--- src/rtl/popcount_frame_acc_pkg.sv ---
`default_nettype none
// ============================================================================
// Module  : popcount_frame_acc_pkg
// Brief   : Shared state encoding and widths for the frame popcount stage.
// Revision: 1.0 - initial release
// ============================================================================
package popcount_frame_acc_pkg;

  // Width of a single-word one-count (0..32 fits in 6 bits).
  localparam int POP_W = 6;

  // Width of the frame word counter and the out_words port.
  localparam int WORDS_W = 8;

  // Frame state encoding.
  localparam logic [0:0] ACCUM = 1'b0;
  localparam logic [0:0] HOLD  = 1'b1;

endpackage : popcount_frame_acc_pkg
`default_nettype wire

--- src/rtl/for_test.sv ---
`default_nettype none
// ============================================================================
// Module  : for_test
// Brief   : Combinational one-count of a 32-bit word.
// Revision: 1.0 - initial release
// ============================================================================
module for_test (
  input  logic [31:0] in,
  output logic [31:0] sum
);

  // Sum every bit of the input word.
  always_comb begin
    sum = '0;
    for (int i = 0; i < 32; i++) begin
      sum = sum + {31'd0, in[i]};
    end
  end

endmodule : for_test
`default_nettype wire

--- src/rtl/popcount_frame_acc.sv ---
`default_nettype none
// ============================================================================
// Module  : popcount_frame_acc
// Brief   : Counts set bits per input word and accumulates them over a frame
//           of up to FRAME_LEN words; the frame total and word count are
//           presented on a held valid/ready output.
// Revision: 1.0 - initial release
// ============================================================================
module popcount_frame_acc
  import popcount_frame_acc_pkg::*;
#(
  parameter int FRAME_LEN = 8,
  parameter int ACC_W     = 16
) (
  input  logic                 clk,
  input  logic                 reset,
  input  logic                 in_valid,
  output logic                 in_ready,
  input  logic [31:0]          in_data,
  input  logic                 in_last,
  output logic                 out_valid,
  input  logic                 out_ready,
  output logic [ACC_W-1:0]     out_total,
  output logic [WORDS_W-1:0]   out_words
);

  // Counter value of the final word slot of a full frame.
  localparam logic [WORDS_W-1:0] LAST_IDX = WORDS_W'(FRAME_LEN - 1);

  logic [0:0]         state_q, state_d;
  logic [ACC_W-1:0]   acc_q, acc_d;
  logic [WORDS_W-1:0] cnt_q, cnt_d;
  logic [ACC_W-1:0]   total_q, total_d;
  logic [WORDS_W-1:0] words_q, words_d;

  logic [31:0]        w_sum;
  logic [POP_W-1:0]   w_pop;
  logic [ACC_W-1:0]   w_pop_ext;
  logic [ACC_W-1:0]   w_acc_sum;
  logic               w_hs;
  logic               w_close;
  logic               w_sum_unused;

  for_test u_for_test (
    .in  (in_data),
    .sum (w_sum)
  );

  // A 32-bit word has at most 32 ones, so only the low bits carry information.
  assign w_pop        = w_sum[POP_W-1:0];
  assign w_sum_unused = ^w_sum[31:POP_W];
  assign w_pop_ext    = {{(ACC_W-POP_W){1'b0}}, w_pop};
  assign w_acc_sum    = acc_q + w_pop_ext;

  assign in_ready  = (state_q == ACCUM);
  assign out_valid = (state_q == HOLD);

  assign w_hs    = in_valid && in_ready;
  // Either a full frame or an early in_last closes; both at once close only once.
  assign w_close = (cnt_q == LAST_IDX) || in_last;

  // State, accumulator and result registers; reset discards any partial frame.
  always_ff @(posedge clk or posedge reset) begin
    if (reset) begin
      state_q <= ACCUM;
      acc_q   <= '0;
      cnt_q   <= '0;
      total_q <= '0;
      words_q <= '0;
    end else begin
      state_q <= state_d;
      acc_q   <= acc_d;
      cnt_q   <= cnt_d;
      total_q <= total_d;
      words_q <= words_d;
    end
  end

  // Next-state and datapath: accumulate in ACCUM, hold the result in HOLD.
  always_comb begin
    state_d = state_q;
    acc_d   = acc_q;
    cnt_d   = cnt_q;
    total_d = total_q;
    words_d = words_q;
    if (state_q == ACCUM) begin
      if (w_hs) begin
        if (w_close) begin
          total_d = w_acc_sum;
          words_d = cnt_q + 8'd1;
          acc_d   = '0;
          cnt_d   = '0;
          state_d = HOLD;
        end else begin
          acc_d = w_acc_sum;
          cnt_d = cnt_q + 8'd1;
        end
      end
    end else begin
      // Result stays stable until taken; input reopens on the following cycle.
      if (out_ready) begin
        state_d = ACCUM;
      end
    end
  end

  // Results are registered and retained after the downstream accepts them.
  assign out_total = total_q;
  assign out_words = words_q;

endmodule : popcount_frame_acc
`default_nettype wire

--- config.mk ---
export PLATFORM = sky130hd
export DESIGN_NAME = popcount_frame_acc
export DESIGN_NICKNAME = d
export VERILOG_FILES = /design/src/rtl/popcount_frame_acc_pkg.sv /design/src/rtl/for_test.sv /design/src/rtl/popcount_frame_acc.sv
export SDC_FILE = /design/constraint.sdc
export NUM_CORES = 1
export LEC_CHECK = 0
export CAP_MARGIN = 10
export CORE_UTILIZATION = 30
export DETAILED_ROUTE_END_ITERATION = 8
export PLACE_DENSITY_LB_ADDON = 0.12
export REMOVE_ABC_BUFFERS = 1
export SLEW_MARGIN = 40
export SYNTH_ARGS = -nofsm -noshare
export SYNTH_HDL_FRONTEND = slang
export SYNTH_HIERARCHICAL = 1
export SYNTH_SLANG_ARGS = --single-unit
--- constraint.sdc ---
create_clock -name clk -period 4.7 [get_ports clk]
set_clock_uncertainty 0.2 [all_clocks]
set_input_delay 0.94 -clock clk [delete_from_list [all_inputs] [get_ports clk]]
set_output_delay 0.94 -clock clk [all_outputs]
set_load 0.02 [all_outputs]
* Yosys cells after proc, flatten, opt, wreduce, memory -nomap -nowiden
Index checks and enable logic that the tools add are counted.
** Operators by class
- Add/subtract/negate cells :: 33
- Multipliers :: 0
- Div/mod/pow operators :: 0
- Order comparisons :: 0
- Eq/ne operators :: 1
- Shift-type cells :: 0
- Muxes and demuxes :: 6
- Bitwise operators :: 1
- Reduce and logical (&&, ||, !) cells :: 4
** Operators with widths (count)
- adder 6 x 1 -> 6 bit :: 30
- adder 16 x 6 -> 16 bit :: 1
- two-way mux 16 bit :: 1
- adder 8 x 1 -> 8 bit (second input constant) :: 1
- equality test 8 x 3 -> 1 bit (second input constant) :: 1
- two-way mux 8 bit :: 1
- two-way mux 1 bit :: 4
- AND reduction 3 bit :: 1
- adder 1 x 1 -> 2 bit :: 1
- AND reduction 2 bit :: 1
- logical AND 1 bit :: 1
- logical OR 1 bit :: 1
- NOT 1 bit :: 1
** Storage, ports and cells
- Register bits after elaboration :: 49
- Bits in latches :: 0
- Bits in writable memories :: 0
- ROM bits :: 0
- Input bits :: 37
- Output and inout port bits :: 26
- Logic and storage cells :: 50
- Memories :: 0

* Logic depth before layout (Yosys ltp)
Gate-level depths: netlist (run 1).
- Word-level depth :: 33
- Gate-level depth with buffers :: 23
- Gate-level depth less buffers :: 21

* Hierarchy
Netlist (run 1), hierarchy kept.
** By module, submodules not included
- popcount_frame_acc :: instances 1, cells an instance 273, area each 2647.5 um2, seq. area each 1226.2 um2
- for_test :: instances 1, cells an instance 116, area each 1022.2 um2, seq. area each 0.0 um2

* Worst setup path before layout (run 1)
Ideal clock, no wire load.
- Path kind :: in2reg
- From :: input port in_data[3]
- To :: register total_q[15], in the netlist out_total[15]
- Library setup time :: 0.082 ns
- Arrival :: 6.496 ns
- Data required time :: 4.418 ns
- Setup slack :: -2.078 ns
- Stages :: 20
- Buffers on the path :: 1
- Path through :: fa_1 inv_1 fa_1 inv_1 fa_1 fa_1 fa_1 inv_1 fa_1 inv_1 ha_1 a21o_1 a21oi_2 o21ai_0 ha_1 buf_2 o2111ai_4 or4_4 or4_1 a31oi_1
** Between the ends
- Cells in the longest elaborated chain, start to end :: 30
** RTL lines
- start: declaration :: RTL line popcount_frame_acc.sv:19 : input logic [31:0] in_data,
- adder 6 x 1 -> 6 bit (29 in a row) :: RTL line for_test.sv:16 : sum = sum + {31'd0, in[i]};
- net w_sum[5] :: RTL line popcount_frame_acc.sv:36 : logic [31:0] w_sum;
- adder 16 x 6 -> 16 bit :: RTL line popcount_frame_acc.sv:53 : assign w_acc_sum = acc_q + w_pop_ext;
- end signal: assignment :: RTL line popcount_frame_acc.sv:74 : total_q <= total_d;
- end: declaration :: RTL line popcount_frame_acc.sv:33 : logic [ACC_W-1:0] total_q, total_d;
The timed path passes the listed nets, and every way through them passes these cells.
A chain may end at the register's enable or synchronous reset.

* Worst setup path after layout (run 1)
- From :: input port in_data[30]
- To :: register total_q[7], in the netlist out_total[7]
** Between the ends
- Cells in the longest elaborated chain, start to end :: 3
** RTL lines (RTL line)
- adder 6 x 1 -> 6 bit (2 in a row) :: for_test.sv:16
- net w_sum[4] :: popcount_frame_acc.sv:36
- adder 16 x 6 -> 16 bit :: popcount_frame_acc.sv:53
The timed path passes the listed nets, and every way through them passes these cells.

==> reports/qor.txt, run 1 <==
Critical path class: in2reg
H-tree depth: 2
Slew HR: 0.418
CTS tree: done
Buffers added on ports: 62
Share of cells above drive strength 1: 0.313
# IOs: 63
Worst slew pin tran: 0.873 ns
Avg Cell Area, Syn: 9.59 µm²
Root Driver: clkbuf_16
Global Route Usage Sum: 0.164
Crit path max-delay family: adder cells
Syn-to-layout area delta: 49.2%
Fin crit share: 1.40
Max Clk Rate: 152 MHz
Die Wd: 110 µm
Via/cell ratio: 5.03
Initial Util: 0.313
Grt total ovfl: 0
Drt initial violations: 124
Max Slew Vio Count: 0
Max Buffers Root-to-Sink: 2
Gpl congestion: 0.800
Min cycle time layout: 6.59 ns
Cell Rows: 38
CP max stage cell: fa_2
CTS Sinks: 49
Unrepaired setup endpoints after global routing: yes
Largest net degree at the start of global routing: 29
Clock latency on the worst-skew pair: 0.29 ns
Data arrival, critical path: 6.55 ns
TritonRoute pass-1 iters: 4
N_diodes: 0
Antenna viol nets, final: 0
Worst path bufs/invs: 10
Non-Filler Instances: 607
CP Launch Type: input port
CP Data Required Time: 4.66 ns
Die area: 12000 µm²
Drt drc: 0
Failing checks: setup timing
Final hold violation count: 0
# nets final: 543
CTS Buf Count: 5
DP Wirelength: 6170 µm
Worst min-delay path class: reg2reg
Cells after DPL: 578
Crit path max fanout: 6
Endpoints failing setup: 32
DRT Wirelength: 9380 µm
Die height: 110 µm
PnR worst setup slack: -1.89 ns
Antenna violations before repair: 0
Most frequent CP cell: fa_1
Crit path capture type: flop
Setup TNS: -50.08 ns
Status: finished with violations
Mapped cell area: 3470 µm²
Synth Warn #: 6
WL per Instance: 15.5 µm
Reg clk slew, reported paths: 0.07 ns
First-pass GRT wire length: 15200 µm
Hold bufs inserted after CTS: 0
Core ar.: 11100 µm²
DR vias: 3055
# fillers: 1063
Number of cells produced by synthesis: 362
Max incr delay on CP: 0.55 ns
Vias in the first global route: 3041
Total of max-cap violations: 0
-- stage by stage --
stage	setup WS, ns	instance area (µm²)	hold slack, ns	utilization
2_1_floorplan	-2.08	3390	0.255	-
3_3_place_gp	-2.49	4430	0.278	0.400
3_5_place_dp	-2.53	4430	0.287	0.400
4_1_cts	-1.95	4990	0.303	0.450
5_1_grt	-2.10	5180	0.335	0.467
6_report	-1.89	5180	0.308	0.467
-- sequential cells by signal (all words and copies together), names as in the netlist --
name and cells:
acc_q 16, cnt_q 8, out_total 16, out_valid 1
out_words 8
-- worst min-delay path: cells and delay by family, from the launching register on --
kind | cells | cell delay (ns)
AO/OA/AOI/OAI | 2 | 0.14
flip-flops | 1 | 0.34
-- placed cells by master, fill, tap and decap left out, types with 11 or more instances in the layout --
cell,count
inv_1,40
buf_6,20
o21ai_1,16
a21oi_1,14
buf_4,33
buf_2,11
dfrtp_1,49
o21ai_0,29
a31oi_1,22
clkdlybuf4s50_1,47
nand2_1,18
fa_1,20
-- per-layer routing --
metal	global-route usage	vias up	part of all wire
li1	-	1474	-
met1	0.232	1512	0.46
met2	0.261	58	0.49
met3	0.0290	11	0.039
met4	0.0390	0	0.012
met5	0	-	0
-- path summary, 6_finish.rpt --
check	start	endpoint	slack, ns	depth (start not counted)
min reg2reg	out_words[5]	out_words[5]	0.31	2
max	in_data[30]	out_total[7]	-1.89	26
max reg2reg	cnt_q[0]	out_words[0]	1.79	5
max in group asynchronous	reset	out_words[1]	2.74	3
min in group asynchronous	reset	out_words[5]	0.80	2
min	out_words[5]	out_words[5]	0.31	2
-- final cells by class --
| class | instances | area, µm² | share of cell area |
|---|---|---|---|
| sequential | 49 | 1230 | 0.237 |
| clock inverter | 3 | 65.1 | 0.0126 |
| tap | 140 | 175 | 0.0338 |
| clock buffer | 5 | 125 | 0.0242 |
| inverter | 50 | 188 | 0.0362 |
| timing repair buffer | 114 | 1030 | 0.199 |
| multi-input combinational | 246 | 2370 | 0.458 |
-- repair_timing --
item	in CTS	in global routing
setup buffers	14	9
hold endpoints to repair	0	0
endpoints found under the setup margin	32	32
cloned	1	0
pin swaps	34	37
gates resized for setup	142	29
Power of run 1 is left out: the tool's default activity adds up to more than one toggle a clock period on the data nets, which glitch-free logic cannot reach.
==> inputs of run 2 (changes only) <==
--- a/config.mk
+++ b/config.mk
@@ -8,7 +8,7 @@
 export CAP_MARGIN = 10
 export CORE_UTILIZATION = 30
 export DETAILED_ROUTE_END_ITERATION = 8
-export PLACE_DENSITY_LB_ADDON = 0.12
+export PLACE_DENSITY = 0.61
 export REMOVE_ABC_BUFFERS = 1
 export SLEW_MARGIN = 40
 export SYNTH_ARGS = -nofsm -noshare
==> reports/qor.txt, run 2 (synthesis results as in run 1) <==
CTS Sinks: 49 (unchanged)
CTS tree: done
M1 GR Usage: 0.205 (-0.0278)
Core ar.: 11100 µm² (unchanged)
Hold bufs inserted after CTS: 0 (unchanged)
Most frequent cells in the layout: dfrtp_1 (49), clkdlybuf4s50_1 (44), inv_1 (41)
GR Util met2: 0.266 (+0.00584)
Max incr delay on CP: 0.61 ns (+0.06 ns)
WL per Instance: 15.1 µm (-2.4%)
# nets final: 541 (-0.37%)
Critical path class: in2reg
CP Cell Sequence: buf_6 -> fa_1 -> inv_2 -> fa_1 -> fa_2 -> fa_2 -> fa_2 -> fa_1 -> inv_1 -> ha_1 -> a21o_1 -> a21oi_2 -> o21ai_2 -> ha_4 -> o2111ai_4 -> or4_4 -> or4_4 -> a31oi_1
Grt total ovfl: 0 (unchanged)
Setup TNS: -47.28 ns (+2.80 ns)
Initial Util: 0.313 (unchanged)
TritonRoute pass-1 iters: 4 (unchanged)
CP max stage cell: fa_2
DP Wirelength: 5930 µm (-3.8%)
Largest net degree at the start of global routing: 50 (+72%)
Drt drc: 0 (unchanged)
Global-route track usage on met3: 0.0249 (-0.00415)
DRT Wirelength: 9130 µm (-2.7%)
CP Launch Type: input port
# fillers: 1032 (-2.9%)
Antenna viol nets, final: 0 (unchanged)
Via/cell ratio: 5.13 (+1.9%)
CP Data Required Time: 4.71 ns (+0.05 ns)
Final hold violation count: 0 (unchanged)
Reg clk slew, reported paths: 0.07 ns (about the same)
Drt initial violations: 93 (-25%)
Max Clk Rate: 153 MHz (+1.0%)
Antenna violations before repair: 0 (unchanged)
CTS Buf Count: 5 (unchanged)
Syn-to-layout area delta: 48.7%
Slew HR: 0.499 (+0.0812)
Cell Rows: 38 (unchanged)
Min cycle time layout: 6.52 ns (-0.0655 ns)
Worst min-delay path class: reg2reg
Vias in the first global route: 3173 (+4.3%)
Global Route Usage Sum: 0.156 (-0.00815)
PnR worst setup slack: -1.82 ns (+0.0655 ns)
Data arrival, critical path: 6.53 ns (-0.02 ns)
H-tree depth: 2 (unchanged)
Unrepaired setup endpoints after global routing: yes
Die area: 12000 µm² (unchanged)
Buffers added on ports: 62 (unchanged)
Crit path max fanout: 4 (-2)
Gpl congestion: 0.795 (-0.66%)
Fin crit share: 1.39 (-0.0139)
# IOs: 63 (unchanged)
N_diodes: 0 (unchanged)
Status: finished with violations
Die Wd: 110 µm (unchanged)
Max Slew Vio Count: 0 (unchanged)
Busiest grt layer: met2
Failing checks: setup timing
Share of cells above drive strength 1: 0.331 (+0.0185)
Crit path capture type: flop
Root Driver: clkbuf_16
Total of max-cap violations: 0 (unchanged)
Die height: 110 µm (unchanged)
Commonest non-fill, non-tap cell in the layout: dfrtp_1
Max Buffers Root-to-Sink: 2 (unchanged)
DR vias: 3103 (+1.6%)
Clock latency on the worst-skew pair: 0.29 ns (about the same)
First-pass GRT wire length: 14800 µm (-2.7%)
Worst slew pin tran: 0.751 ns (-0.122 ns)
Endpoints failing setup: 32 (unchanged)
## run 2: timing repair
action / 4_1_cts / 5_1_grt
resized for setup: 132 / 47
cloned: 2 / 0
setup endpoints to repair: 32 / 32
pin swaps: 63 / 39
setup buffers: 13 / 7
## run 2: path summary, 6_finish.rpt
check,slack [ns],cells past startpoint,end,startpoint
worst max-delay path,-1.82,18,out_total[15],in_data[3]
worst max register to register,1.73,6,out_total[4],cnt_q[0]
worst min register to register,0.31,2,out_words[4],out_words[4]
min in group asynchronous,0.88,2,acc_q[0],reset
worst min-delay path,0.31,2,out_words[4],out_words[4]
max in group asynchronous,2.99,2,acc_q[11],reset
## run 2: worst max-delay path: cells and delay by family
family | cells | cell delay (ns)
buffers and inverters | 3 | 0.18
adder cells (fa/ha/maj) | 8 | 3.58
AND/OR/NAND/NOR | 2 | 1.05
AO/OA/AOI/OAI | 5 | 0.78
## run 2: area by class of cell
cell class                      instances  area (µm²)  area share
Multi-Input combinational cell        247        2440       0.473
Clock inverter                          2        15.0     0.00291
Tap cell                              140         175      0.0339
Inverter                               50         190      0.0368
Timing Repair Buffer                  111         986       0.191
Sequential cell                        49        1230       0.238
Clock buffer                            6         129      0.0250
## run 2: layer usage
| metal | up-vias | wire [µm] | part of all wire |
|---|---|---|---|
| met5 | - | 0 | 0 |
| met2 | 57 | 4750 | 0.52 |
| li1 | 1474 | - | - |
| met4 | 0 | 133 | 0.015 |
| met1 | 1557 | 3930 | 0.43 |
| met3 | 15 | 314 | 0.034 |
## run 2: metrics by stage
stage                     cell area [µm²]   util  setup slack, ns  instances  hold slack (ns)
after detailed placement             4440  0.400            -2.61        578            0.288
after floorplan                      3390      -            -2.08        344            0.255
after CTS                            4900  0.443            -1.88        600            0.311
after global placement               4430  0.400            -2.54        578            0.276
after global routing                 5160  0.466            -1.99        605            0.325
final                                5160  0.466            -1.82        605            0.309
Power of run 2 is left out for the same reason.
==> inputs of run 3 (changes only) <==
--- a/config.mk
+++ b/config.mk
@@ -15,3 +15,4 @@
 export SYNTH_HDL_FRONTEND = slang
 export SYNTH_HIERARCHICAL = 1
 export SYNTH_SLANG_ARGS = --single-unit
+export TNS_END_PERCENT = 5
==> reports/qor.txt, run 3 (synthesis results as in run 1) <==
WL per Instance: 14.3 µm (-5.5%)
FF-to-FF setup slack: 1.78 ns (+0.05 ns)
# nets final: 529 (-2.2%)
Die area: 12000 µm² (unchanged)
Cell Rows: 38 (unchanged)
N_diodes: 0 (unchanged)
Worst path bufs/invs: 6 (+3)
Syn-to-layout area delta: 39.4%
Die Wd: 110 µm (unchanged)
Clock latency on the worst-skew pair: 0.29 ns (about the same)
Register area: 1230 µm² (unchanged)
Largest net degree at the start of global routing: 50 (unchanged)
Antenna violations before repair: 0 (unchanged)
H-tree depth: 2 (unchanged)
CTS tree: done
Final hold violation count: 0 (unchanged)
Gpl congestion: 0.795 (unchanged)
Min cycle time layout: 6.55 ns (+0.0251 ns)
Max Slew Vio Count: 0 (unchanged)
Via/cell ratio: 5.09 (-0.67%)
Reg clk slew, reported paths: 0.07 ns (about the same)
Data arrival, critical path: 6.56 ns (+0.03 ns)
Max Clk Rate: 153 MHz (-0.38%)
Most frequent cells in the layout: dfrtp_1 (49), clkdlybuf4s50_1 (45), o21ai_0 (39), inv_1 (39), buf_4 (32)
# fillers: 1086 (+5.2%)
DRT Wirelength: 8460 µm (-7.4%)
# IOs: 63 (unchanged)
Vias in the first global route: 3037 (-4.3%)
CP Cell Sequence: buf_6 -> fa_1 -> inv_2 -> fa_2 -> inv_2 -> fa_1 -> inv_1 -> fa_2 -> fa_2 -> fa_1 -> inv_2 -> ha_4 -> buf_6 -> a21o_1 -> a21oi_2 -> o21ai_2 -> ha_4 -> o2111ai_4 -> or4_4 -> or4_4 -> a31oi_1
Crit path capture type: flop
Fin crit share: 1.39 (+0.00535)
Drt drc: 0 (unchanged)
Core ar.: 11100 µm² (unchanged)
Area of the multi-input gates: 2230 µm² (-8.7%)
Setup TNS: -47.58 ns (-0.303 ns)
Max incr delay on CP: 0.56 ns (-0.05 ns)
Grt total ovfl: 0 (unchanged)
Commonest non-fill, non-tap cell in the layout: dfrtp_1
Antenna viol nets, final: 0 (unchanged)
Status: finished with violations
CP max stage cell: fa_2
Drt initial violations: 115 (+24%)
CTS Sinks: 49 (unchanged)
Root Driver: clkbuf_16
Critical path class: in2reg
DP Wirelength: 5930 µm (unchanged)
DR vias: 3021 (-2.6%)
Hold bufs inserted after CTS: 0 (unchanged)
Slew HR: 0.504 (+0.00472)
CP Launch Type: input port
Unrepaired setup endpoints after global routing: yes
Share of cells above drive strength 1: 0.272 (-0.0597)
Buffers added on ports: 62 (unchanged)
Max Buffers Root-to-Sink: 2 (unchanged)
PnR worst setup slack: -1.85 ns (-0.0251 ns)
Dpl cell area: 4440 µm² (unchanged)
CP Data Required Time: 4.71 ns (about the same)
Hold slack: 0.310 ns (+0.000852 ns)
TritonRoute pass-1 iters: 4 (unchanged)
Global Route Usage Sum: 0.148 (-0.00819)
Failing checks: setup timing
Crit path max fanout: 4 (unchanged)
Endpoints failing setup: 32 (unchanged)
Crit path max-delay family: adder cells
Worst min-delay path class: reg2reg
Initial Util: 0.313 (unchanged)
Total of max-cap violations: 0 (unchanged)
Die height: 110 µm (unchanged)
Worst slew pin tran: 0.744 ns (-0.00708 ns)
Post-route cell area: 4840 µm² (-6.3%)
First-pass GRT wire length: 14100 µm (-4.6%)
CTS Buf Count: 5 (unchanged)
[run 3: cell type report]
type | count | area share
Timing Repair Buffer | 100 | 0.181
Multi-Input combinational cell | 246 | 0.461
Inverter | 50 | 0.0393
Tap cell | 140 | 0.0362
Sequential cell | 49 | 0.253
Clock inverter | 2 | 0.00310
Clock buffer | 6 | 0.0266
[run 3: path summary, 6_finish.rpt]
path,startpoint,end,cells after the start
worst max-delay path,in_data[20],out_total[15],21
worst min-delay path,out_total[0],out_total[0],1
worst max register to register,cnt_q[0],out_total[5],6
worst min register to register,out_total[0],out_total[0],1
max in group asynchronous,reset,acc_q[11],2
min in group asynchronous,reset,out_total[0],2
[run 3: layer usage]
layer,global-route usage,vias to the layer above,part of all wire,wire length (µm)
li1,-,1456,-,-
met1,0.193,1501,0.45,3800
met2,0.259,59,0.50,4270
met3,0.0243,5,0.041,345
met4,0.0286,0,0.0052,44
met5,0,-,0,0
[run 3: repair_timing]
action	CTS	global route
endpoints found under the setup margin	32	32
buffers inserted	7	1
pin swaps	49	39
gates cloned	1	0
gates resized for setup	97	31
[run 3: through the flow]
step	setup WS (ns)	utilization	instances
after floorplan	-2.08	-	344
after global placement	-2.54	0.400	578
after detailed placement	-2.61	0.400	578
after CTS	-1.88	0.427	594
after global routing	-2.07	0.437	593
final	-1.85	0.437	593
[run 3: worst reg2reg max path, cell delays in order (launching register included)]
cell and delay (ns):
dfrtp_1 0.40, ha_1 0.24, nor4bb_1 0.56, a21oi_2 0.30
nor2_1 0.42, buf_4 0.32, mux2_2 0.36
Power of run 3 is left out for the same reason.
==> variant 1: new RTL, flow settings as in run 1 <==
Reset style: synchronous (`reset`), changed in one clocked block.
--- a/src/rtl/popcount_frame_acc.sv
+++ b/src/rtl/popcount_frame_acc.sv
@@ -62,3 +62,3 @@
   // State, accumulator and result registers; reset discards any partial frame.
-  always_ff @(posedge clk or posedge reset) begin
+  always_ff @(posedge clk) begin
     if (reset) begin
Formal check against the unedited RTL: differs if reset is asserted again (counterexample within 4 cycles, from zero or initial values and one cycle with reset high); with reset held inactive, the same outputs for 4 cycles.
==> variant 1 against run 1 <==
The flow still finishes with violations (setup timing); area after synthesis decreased by 1.6%; maximum frequency increased by 3.7%; sequential cell count unchanged; count of clock-buffer cells in the layout increased by 1; cell area decreased by 3.7%; wire length decreased by 12%; first-iteration DRC count decreased by 44%; setup slack improved by 0.24 ns; sequential share of layout area decreased by 4.0 points; die area decreased by 1.6%; largest cell class unchanged; highest routed layer unchanged.
Power is left out: the tool's default activity adds up to more than one toggle a clock period on the data nets, which glitch-free logic cannot reach.
==> variant 1: results (changes against run 1) <==
Number of global-route vias before repair: 2861 (-5.9%)
Min-delay src: out_words[0]
Slowest CP cell: fa_2
DR vias: 2998 (-1.9%)
R2r setup slk: 2.10 ns (+0.31 ns)
Antenna violations before repair: 0 (unchanged)
Starting DRT DRC Count: 69 (-44%)
Layout net count: 561 (+3.3%)
CTS Buffer Depth: 2 (unchanged)
Arrival time worst endpoint: 6.36 ns (-0.19 ns)
Final ANT Viol Nets: 0 (unchanged)
Met1 global-route usage: 20.05% (-3.2 points)
Kind of cell adding the most delay to the critical path: adder cells
Worst Setup EP: out_total[14]
Global Route Usage Sum: 14.51% (-1.9 points)
GRT met2 Usage: 23.87% (-2.2 points)
Failing checks: setup timing
Status: finished, violations left
Hold path depth: 2 (unchanged)
Ant diodes: 0 (unchanged)
WHS Endpoint: out_words[0]
Met1 wire length: 3977 um (-7.7%)
First-pass GRT wire length: 13540 um (-11%)
Fraction of layout cells with a size suffix above 1: 31.55% (+0.28 points)
Reg2reg end: acc_q[7]
Post-CTS resize count: 82 (-42%)
Hold Slack: 0.2570 ns (-0.05074 ns)
Setup bufs post-CTS: 6 (-8)
RR Startpoint: cnt_q[0]
Post-detail-place hpwl: 5643 um (-8.5%)
Met2 WL: 3986 um (-13%)
First drt pass iteration count: 4 (unchanged)
Fin worst setup slack: -1.652 ns (+0.2380 ns)
Clock root cell: clkbuf_16
Hold crit path type: register to register
Worst-Margin Slew: 0.7789 ns (-0.09390 ns)
GP Congestion: 0.8214 (+2.7%)
Final Setup Violations: 32 (unchanged)
Critical Path Source: in_data[4]
Largest net degree at the start of global routing: 37 (+28%)
FF-to-FF path depth: 6 (+1)
Routed length per instance: 13.21 um (-15%)
Met3 usage: 2.391% (-0.51 points)
Met3 routed WL: 182 um (-50%)
[variant 1: stage by stage]
step / setup slack (ns) / setup TNS, ns / cells / instance area (sq um) / util (%)
6_report: -1.652 / -45.43 / 625 / 4987 / 45.41
5_1_grt: -1.904 / -52.00 / 625 / 4987 / 45.41
4_1_cts: -1.853 / -51.04 / 616 / 4682 / 42.63
3_5_place_dp: -2.588 / -71.71 / 603 / 4323 / 39.36
3_3_place_gp: -2.505 / -70.38 / 603 / 4320 / 39.34
2_1_floorplan: -2.094 / -50.22 / 372 / 3312 / -
[variant 1: cell type report]
| class | instances | area (sq um) |
|---|---|---|
| timing repair buffer | 105 | 942.2 |
| tap | 140 | 175.2 |
| inverter | 50 | 187.7 |
| clock inverter | 2 | 13.76 |
| multi-input combinational | 273 | 2559 |
| fill | 1064 | 5996 |
| sequential | 49 | 980.9 |
| clock buffer | 6 | 128.9 |
==> variant 2: new RTL, config.mk and constraints of run 1 <==
Made on the original files. Change the package constant `POP_W` from 6 to 3.
--- a/src/rtl/popcount_frame_acc_pkg.sv
+++ b/src/rtl/popcount_frame_acc_pkg.sv
@@ -9,3 +9,3 @@
   // Width of a single-word one-count (0..32 fits in 6 bits).
-  localparam int POP_W = 6;
+  localparam int POP_W = 3;
 
Behaviour: not the same (a bounded check fails within 4 cycles, from zero or initial values and one cycle with reset high).
==> variant 2 against run 1 <==
The flow still finishes with violations (setup timing); wire length shrank 21%; setup slack gained 0.49 ns; global-route usage shrank 2.6 points; critical path depth shrank 6; core utilization shrank 3.1 points; cell area shrank 12%; area after synthesis shrank 5.2%; via count shrank 18%; die area shrank 5.1%; sequential cell count is the same; critical path type unchanged.
==> variant 2: results (changes against run 1) <==
Arrival time worst endpoint: 6.13 ns (-0.42 ns)
Min-delay src: out_total[3]
Met2 WL: 3745 um (-18%)
Post-detail-place hpwl: 5057 um (-18%)
Clock-pin slew on the worst setup and hold paths: 0.09 ns (+0.02 ns)
WHS Endpoint: out_total[3]
FF-to-FF path depth: 6 (+1)
Reg2reg end: acc_q[7]
Slowest stage delay, CP: 0.52 ns (-0.03 ns)
Status: finished, violations left
Htree depth: 2 (unchanged)
Met1 global-route usage: 18.04% (-5.2 points)
R2r setup slk: 2.23 ns (+0.44 ns)
Met1 wire length: 3430 um (-20%)
Layout net count: 460 (-15%)
Fraction of layout cells with a size suffix above 1: 26.15% (-5.1 points)
Fin worst setup slack: -1.400 ns (+0.4903 ns)
Slowest CP cell: fa_1
Hold path depth: 1 (-1)
Fillcell total: 1043 (-1.9%)
Global Route Usage Sum: 13.83% (-2.6 points)
Hold Slack: 0.3139 ns (+0.006218 ns)
First-pass GRT wire length: 12480 um (-18%)
Failing checks: setup timing
Final Setup Violations: 32 (unchanged)
Combinational Power Share: 75.9%
Met3 routed WL: 177 um (-52%)
Starting DRT DRC Count: 111 (-10%)
Largest net degree at the start of global routing: 50 (+72%)
Met3 usage: 2.371% (-0.53 points)
Routed length per instance: 14.17 um (-8.4%)
Worst-Margin Slew: 0.7280 ns (-0.1448 ns)
First drt pass iteration count: 4 (unchanged)
Clock root cell: clkbuf_8
GRT met2 Usage: 23.69% (-2.4 points)
GP Congestion: 0.7201 (-10%)
Placed Instance Area: 4074 sq um (-8.1%)
Number of global-route vias before repair: 2566 (-16%)
Vias per Instance: 4.743 (-5.8%)
Crit-path max FO: 8 (+2)
Post-place setup slack: -2.261 ns (+0.2708 ns)
Worst Setup EP: out_total[9]
==> variant 2: cell count changes in the layout (fill, tap and decap cells not counted), sizes merged, moves of 4 or more <==
cell	delta
buf	-35
o21ai	-33
a31oi	-21
a21oi	+13
nand2	-7
nand3	+7
ha	-6
o21a	-5
xnor2	+5
a22o	+4
nor4	+4
==> variant 2: layout make-up <==
class | instances | area (sq um) | share of cell area (%)
clock buffer | 5 | 68.82 | 1.507
clock inverter | 3 | 65.06 | 1.425
inverter | 47 | 178.9 | 3.919
multi-input combinational | 204 | 2090 | 45.77
sequential | 49 | 1226 | 26.86
tap | 136 | 170.2 | 3.727
timing repair buffer | 82 | 767.0 | 16.80
==> variant 2: stage by stage <==
stage	std cells	setup TNS (ns)
CTS	522	-39.06
global route	526	-42.75
detailed placement	510	-63.72
global placement	510	-62.47
finish	526	-37.92
floorplan	299	-43.03
==> variant 2: repair_timing <==
item	CTS	global route
endpoints found under the setup margin	32	32
gates resized for setup	88	30
buffers inserted	5	4
pin swaps	53	14
gates cloned	1	0
